File: config.mk
export PLATFORM = sky130hd
export DESIGN_NAME = fir_seq_ctrl
export DESIGN_NICKNAME = d
export VERILOG_FILES = /design/src/rtl/fir_pkg.sv /design/src/rtl/tap_counter.sv /design/src/rtl/fir_seq_ctrl.sv
export SDC_FILE = /design/constraint.sdc
export NUM_CORES = 1
export LEC_CHECK = 0
export BUFFER_PORTS_ARGS = -buffer_cell sky130_fd_sc_hd__buf_2
export CORE_MARGIN = 8
export CORE_UTILIZATION = 54
export CTS_CLUSTER_SIZE = 25
export DETAILED_ROUTE_END_ITERATION = 8
export PLACE_DENSITY = 0.83
export SKIP_CTS_REPAIR_TIMING = 1
export SYNTH_ARGS = -nofsm -noshare
export SYNTH_HDL_FRONTEND = slang
export SYNTH_SLANG_ARGS = --single-unit
export TNS_END_PERCENT = 20
File: constraint.sdc
create_clock -name clk -period 3 [get_ports clk]
set_input_delay 0.3 -clock clk [delete_from_list [all_inputs] [get_ports clk]]
set_output_delay 0.3 -clock clk [all_outputs]
set_load 0.01 [all_outputs]
File: src/rtl/fir_pkg.sv
// Shared types and constants for the FIR sequencer: FSM state encoding,
// datapath geometry and the tap-count normalization helper.
package fir_pkg;

   typedef enum logic [1:0] {
      IDLE  = 2'd0,
      ACCUM = 2'd1,
      DONE  = 2'd2
   } fir_state_t;

   localparam int FIR_SIZE   = 64;
   localparam int FIR_ADDR_W = 6;
   localparam int FIR_DATA_W = 16;

   // A request of 0 taps, or more taps than the register holds, means "all taps".
   function automatic int norm_taps(input int taps, input int size);
      return (taps == 0 || taps > size) ? size : taps;
   endfunction

endpackage

File: src/rtl/tap_counter.sv
// Tap index counter with synchronous clear/enable and a terminal-count flag
// that compares against the latched tap count.
module tap_counter
   import fir_pkg::*;
#(
   parameter int ADDR_W = FIR_ADDR_W
) (
   input  logic              clk,
   input  logic              rst,
   input  logic              clr,
   input  logic              en,
   input  logic [ADDR_W:0]   ntaps,
   output logic [ADDR_W:0]   count,
   output logic              last
);

   // One extra bit so a full-depth sweep never wraps back to zero.
   always_ff @(posedge clk) begin
      if (rst || clr) begin
         count <= '0;
      end else if (en) begin
         count <= count + (ADDR_W+1)'(1);
      end
   end

   assign last = (count == (ntaps - (ADDR_W+1)'(1)));

endmodule

File: src/rtl/fir_seq_ctrl.sv
// FIR sequencer: accepts one sample per handshake, pulses the shift register,
// sweeps tap addresses while strobing the MAC, then holds result-valid.
module fir_seq_ctrl
   import fir_pkg::*;
#(
   parameter int SIZE   = FIR_SIZE,
   parameter int ADDR_W = FIR_ADDR_W
) (
   input  logic              clk,
   input  logic              rst,
   input  logic              in_valid,
   output logic              in_ready,
   input  logic [ADDR_W:0]   taps_cfg,
   output logic              sr_shift,
   output logic [ADDR_W-1:0] sr_addr,
   output logic [ADDR_W-1:0] coef_addr,
   output logic              mac_first,
   output logic              mac_en,
   output logic              mac_last,
   output logic              out_valid,
   input  logic              out_ready,
   output logic              busy,
   output fir_state_t        dbg_state
);

   // Handshakes: a transfer happens on a rising edge where valid and ready are
   // both high; valid never waits on ready, and ready is decoded from state only.

   fir_state_t        state, state_n;
   logic [ADDR_W:0]   ntaps;
   logic [ADDR_W:0]   taps_norm;
   logic [ADDR_W:0]   count;
   logic              last;
   logic              cnt_clr;
   logic              cnt_en;
   logic              accum;

   assign taps_norm = (ADDR_W+1)'(norm_taps(int'(taps_cfg), SIZE));

   always_ff @(posedge clk) begin
      if (rst) begin
         state <= IDLE;
      end else begin
         state <= state_n;
      end
   end

   // Tap count is captured only on the accepting edge; later taps_cfg changes are ignored.
   always_ff @(posedge clk) begin
      if (rst) begin
         ntaps <= (ADDR_W+1)'(SIZE);
      end else if (sr_shift) begin
         ntaps <= taps_norm;
      end
   end

   always_comb begin
      state_n = state;
      cnt_clr = 1'b0;
      cnt_en  = 1'b0;
      case (state)
         IDLE: begin
            if (in_valid) begin
               state_n = ACCUM;
               cnt_clr = 1'b1;
            end
         end
         ACCUM: begin
            if (last) begin
               state_n = DONE;
            end else begin
               cnt_en = 1'b1;
            end
         end
         DONE: begin
            if (out_ready) begin
               state_n = IDLE;
            end
         end
         default: state_n = IDLE;
      endcase
   end

   tap_counter #(.ADDR_W(ADDR_W)) u_tap_counter (
      .clk   (clk),
      .rst   (rst),
      .clr   (cnt_clr),
      .en    (cnt_en),
      .ntaps (ntaps),
      .count (count),
      .last  (last)
   );

   assign accum     = (state == ACCUM);
   assign in_ready  = (state == IDLE);
   assign busy      = (state != IDLE);
   assign sr_shift  = in_valid & in_ready;
   assign out_valid = (state == DONE);
   assign sr_addr   = accum ? count[ADDR_W-1:0] : '0;
   assign coef_addr = sr_addr;
   assign mac_en    = accum;
   assign mac_first = accum && (count == '0);
   assign mac_last  = accum && last;
   assign dbg_state = state;

endmodule

==> results.sh <==
export IMPL_outcome="completed"
export IMPL_switching_share=0.286
export IMPL_synthArstFlopShare=0
export IMPL_syn2layout_area_growth_pct=12.5
export IMPL_seqPwrFrac=0.537
export IMPL_ant_nets=0
export IMPL_clk_latency_ns=0.28
export IMPL_worst_ep_required_time_ns=2.70
export IMPL_diodes=0
export IMPL_synth_seq_area_share=0.294
export IMPL_synth_cell_types=37
export IMPL_wl_um=2390
export IMPL_synthTopCellsByCount="dfxtp_1, nor2_1, a21oi_1, nand2_1, inv_1"
export IMPL_rows=16
export IMPL_critPathArrivalTime_ns=2.32
export IMPL_antenna_found_initial=0
export IMPL_core_um2=1920
export IMPL_gp_congestion=0.846
export IMPL_cts_buffers=3
export IMPL_synth_nets=152
export IMPL_cts_root_buffer="clkbuf_4"
export IMPL_period_minus_slack_ns=2.62
export IMPL_first_pass_iters=4
export IMPL_vias_per_cell=5.51
export IMPL_slowest_delay_ns=0.48
export IMPL_dp_hpwl_um=1940
export IMPL_grt_max_degree=16
export IMPL_clockBufferDepth=2
export IMPL_die_h_um=60.9
export IMPL_clock_sinks=16
export IMPL_grt_util_all_layers=0.139
export IMPL_synth_edff_count=0
export IMPL_max_freq_ghz=0.381
export IMPL_syn_inst=138
export IMPL_cts_max_level=1
export IMPL_tns_ns=0
export IMPL_synth_area_leaders="dfxtp_1, a21oi_1, nor2_1, buf_4, nand2_1"
export IMPL_overflow=0
export IMPL_synth_top_area_share=0.294
export IMPL_worst_slew_pin_slew_ns=0.703
export IMPL_vias=1030
export IMPL_path_clk_slew_ns=0.09
export IMPL_skew_ns=0.00142
export IMPL_synthFlopType="dfxtp_1"
export IMPL_ys_warn_count=0
export IMPL_fill_cells=172
export IMPL_layout_drive_gt1_share=0.256
export IMPL_p_comb_frac=0.204
export IMPL_worst_slack_ns=0.376
export IMPL_pre_cts_ws_ns=0.625
export IMPL_worstSetupEndpointType="output pin"
export IMPL_p_leak_uw=0.000531
export IMPL_start_kind="register"
export IMPL_avgSynthCellArea_um2=7.89
export IMPL_grt_pass1_vias=941
export IMPL_pwr_share_clk=0.259
export IMPL_setup_viol=0
export IMPL_slowest_stage="a2111o_1"
export IMPL_synthesis_area_um2=1090
export IMPL_drt_wirelength_per_cell_um=12.8
export IMPL_start_util=0.566
export IMPL_cts_tree="yes"
export IMPL_grt_first_pass_wirelength_um=4080
export IMPL_total_power_uw=423
export IMPL_irDropWorstVdd_uv=214
export IMPL_worstPathMaxFanout=4
export IMPL_maxSlewViolCount=0
export IMPL_switchingPower_uw=121
export IMPL_internal_power_uw=302
export IMPL_drc_errors=0
export IMPL_finalHoldViolations=0
export IMPL_synth_largest_area_cell="dfxtp_1"
export IMPL_maxCapViolCount=0
export IMPL_die_area_um2=3710
export IMPL_ys_ff_latch=16
export IMPL_drt_first_iter_violations=33
export IMPL_min_path_type="primary input to register"
export IMPL_nets=176
export IMPL_numPortBuffers=31
export IMPL_final_util=0.637
export IMPL_rsz0062_at_grt="no"
export IMPL_path_buf_inv=2
export IMPL_fin_crit_sh=0.875
export IMPL_power_density_nw_per_um2=345
export IMPL_pin_count=32
export IMPL_die_x_um=60.9
export IMPL_timing_slew_headroom=0.531
export IMPL_critPathKind="register to output pin"
export IMPL_cp_top_family="simple AND/OR/NAND/NOR gates"
export IMPL_path_cells="inv_1 -> ha_1 -> or3b_4 -> nor3_4 -> xnor2_1 -> a2111o_1 -> nor2_1 -> buf_2"
metrics by stage:
step	hold slack, ns	cells	instance area, um^2
global route	0.337	187	1220
CTS	0.323	187	1220
detailed placement	0.521	184	1200
global placement	0.512	184	1200
finish	0.324	187	1220
floorplan	0.457	138	1090
kinds of logic (layout without fill, tap and decap cells):
logic type                 Yosys count  count (layout)  synth area share
muxes                                1               1           0.00920
xor gates and xnor gates             7               7            0.0563
and+or+nand+nor                     64              64             0.329
buffers and inverters               20              42            0.0966
AOI/OAI and AO/OA                   27              27             0.180
DFF                                 16              16             0.294
adders and majority gates            3               3            0.0345
cells in the final DEF, fill, tap and decap left out:
master / instances
a2111o_1: 1
a2111oi_4: 1
a21o_1: 1
a21oi_1: 12
a22oi_1: 1
a2bb2oi_2: 1
a32oi_1: 1
and2_1: 4
and4b_1: 1
buf_2: 31
clkbuf_4: 3
dfxtp_1: 16
ha_1: 3
inv_1: 7
inv_2: 1
mux2i_1: 1
nand2_1: 12
nand2b_1: 4
nand3_1: 4
nor2_1: 16
nor2b_1: 3
nor3_1: 3
nor3_2: 1
nor3_4: 1
nor3b_1: 6
nor4_1: 1
nor4b_1: 1
o211ai_1: 3
o21ai_1: 4
o21ai_2: 1
o21bai_1: 1
or3_1: 3
or3b_4: 1
or4_1: 3
xnor2_1: 5
xor2_1: 2
power by group through the flow:
stage	clock, uW	sequential (uW)	combinational (uW)
5_1_grt	118	228	95.7
3_5_place_dp	0	232	86.8
4_1_cts	111	227	87.1
3_3_place_gp	0	231	83.5
2_1_floorplan	0	230	63.4
6_report	110	227	86.3
worst reg2reg max path, delay by kind of cell, from the launching register on:
family | cells | cell delay (ns)
XOR/XNOR | 1 | 0.13
buffers and inverters | 1 | 0.07
flip-flops | 1 | 0.36
AND/OR/NAND/NOR | 3 | 0.75
adder cells (fa/ha/maj) | 1 | 0.20
AO/OA/AOI/OAI | 2 | 0.76
flip-flops by register name, indices dropped and copies added (netlist names):
name and count:
u_tap_counter.count 7, dbg_state 2, ntaps 7
layer usage:
metal | GRT usage | routed length [um]
met1 | 0.176 | 1060
met2 | 0.229 | 1160
met3 | 0.0233 | 141
met4 | 0.0532 | 31
met5 | 0 | 0
path summary, 6_finish.rpt:
kind	slack, ns	from	to	cells after the start
max	0.38	ntaps[0]	mac_last	8
min	0.32	rst	ntaps[3]	2
max reg2reg	0.61	ntaps[0]	u_tap_counter.count[2]	8
min reg2reg	0.54	u_tap_counter.count[6]	u_tap_counter.count[6]	2
final cells by class:
cell class                      count  area [um^2]  area share
Tap cell                           27         33.8      0.0276
Inverter                            8         30.0      0.0245
Sequential cell                    16          320       0.261
Multi-Input combinational cell    102          663       0.541
Clock buffer                        3         22.5      0.0184
Timing Repair Buffer               31          155       0.127
Power figures use the tool's default switching activity.
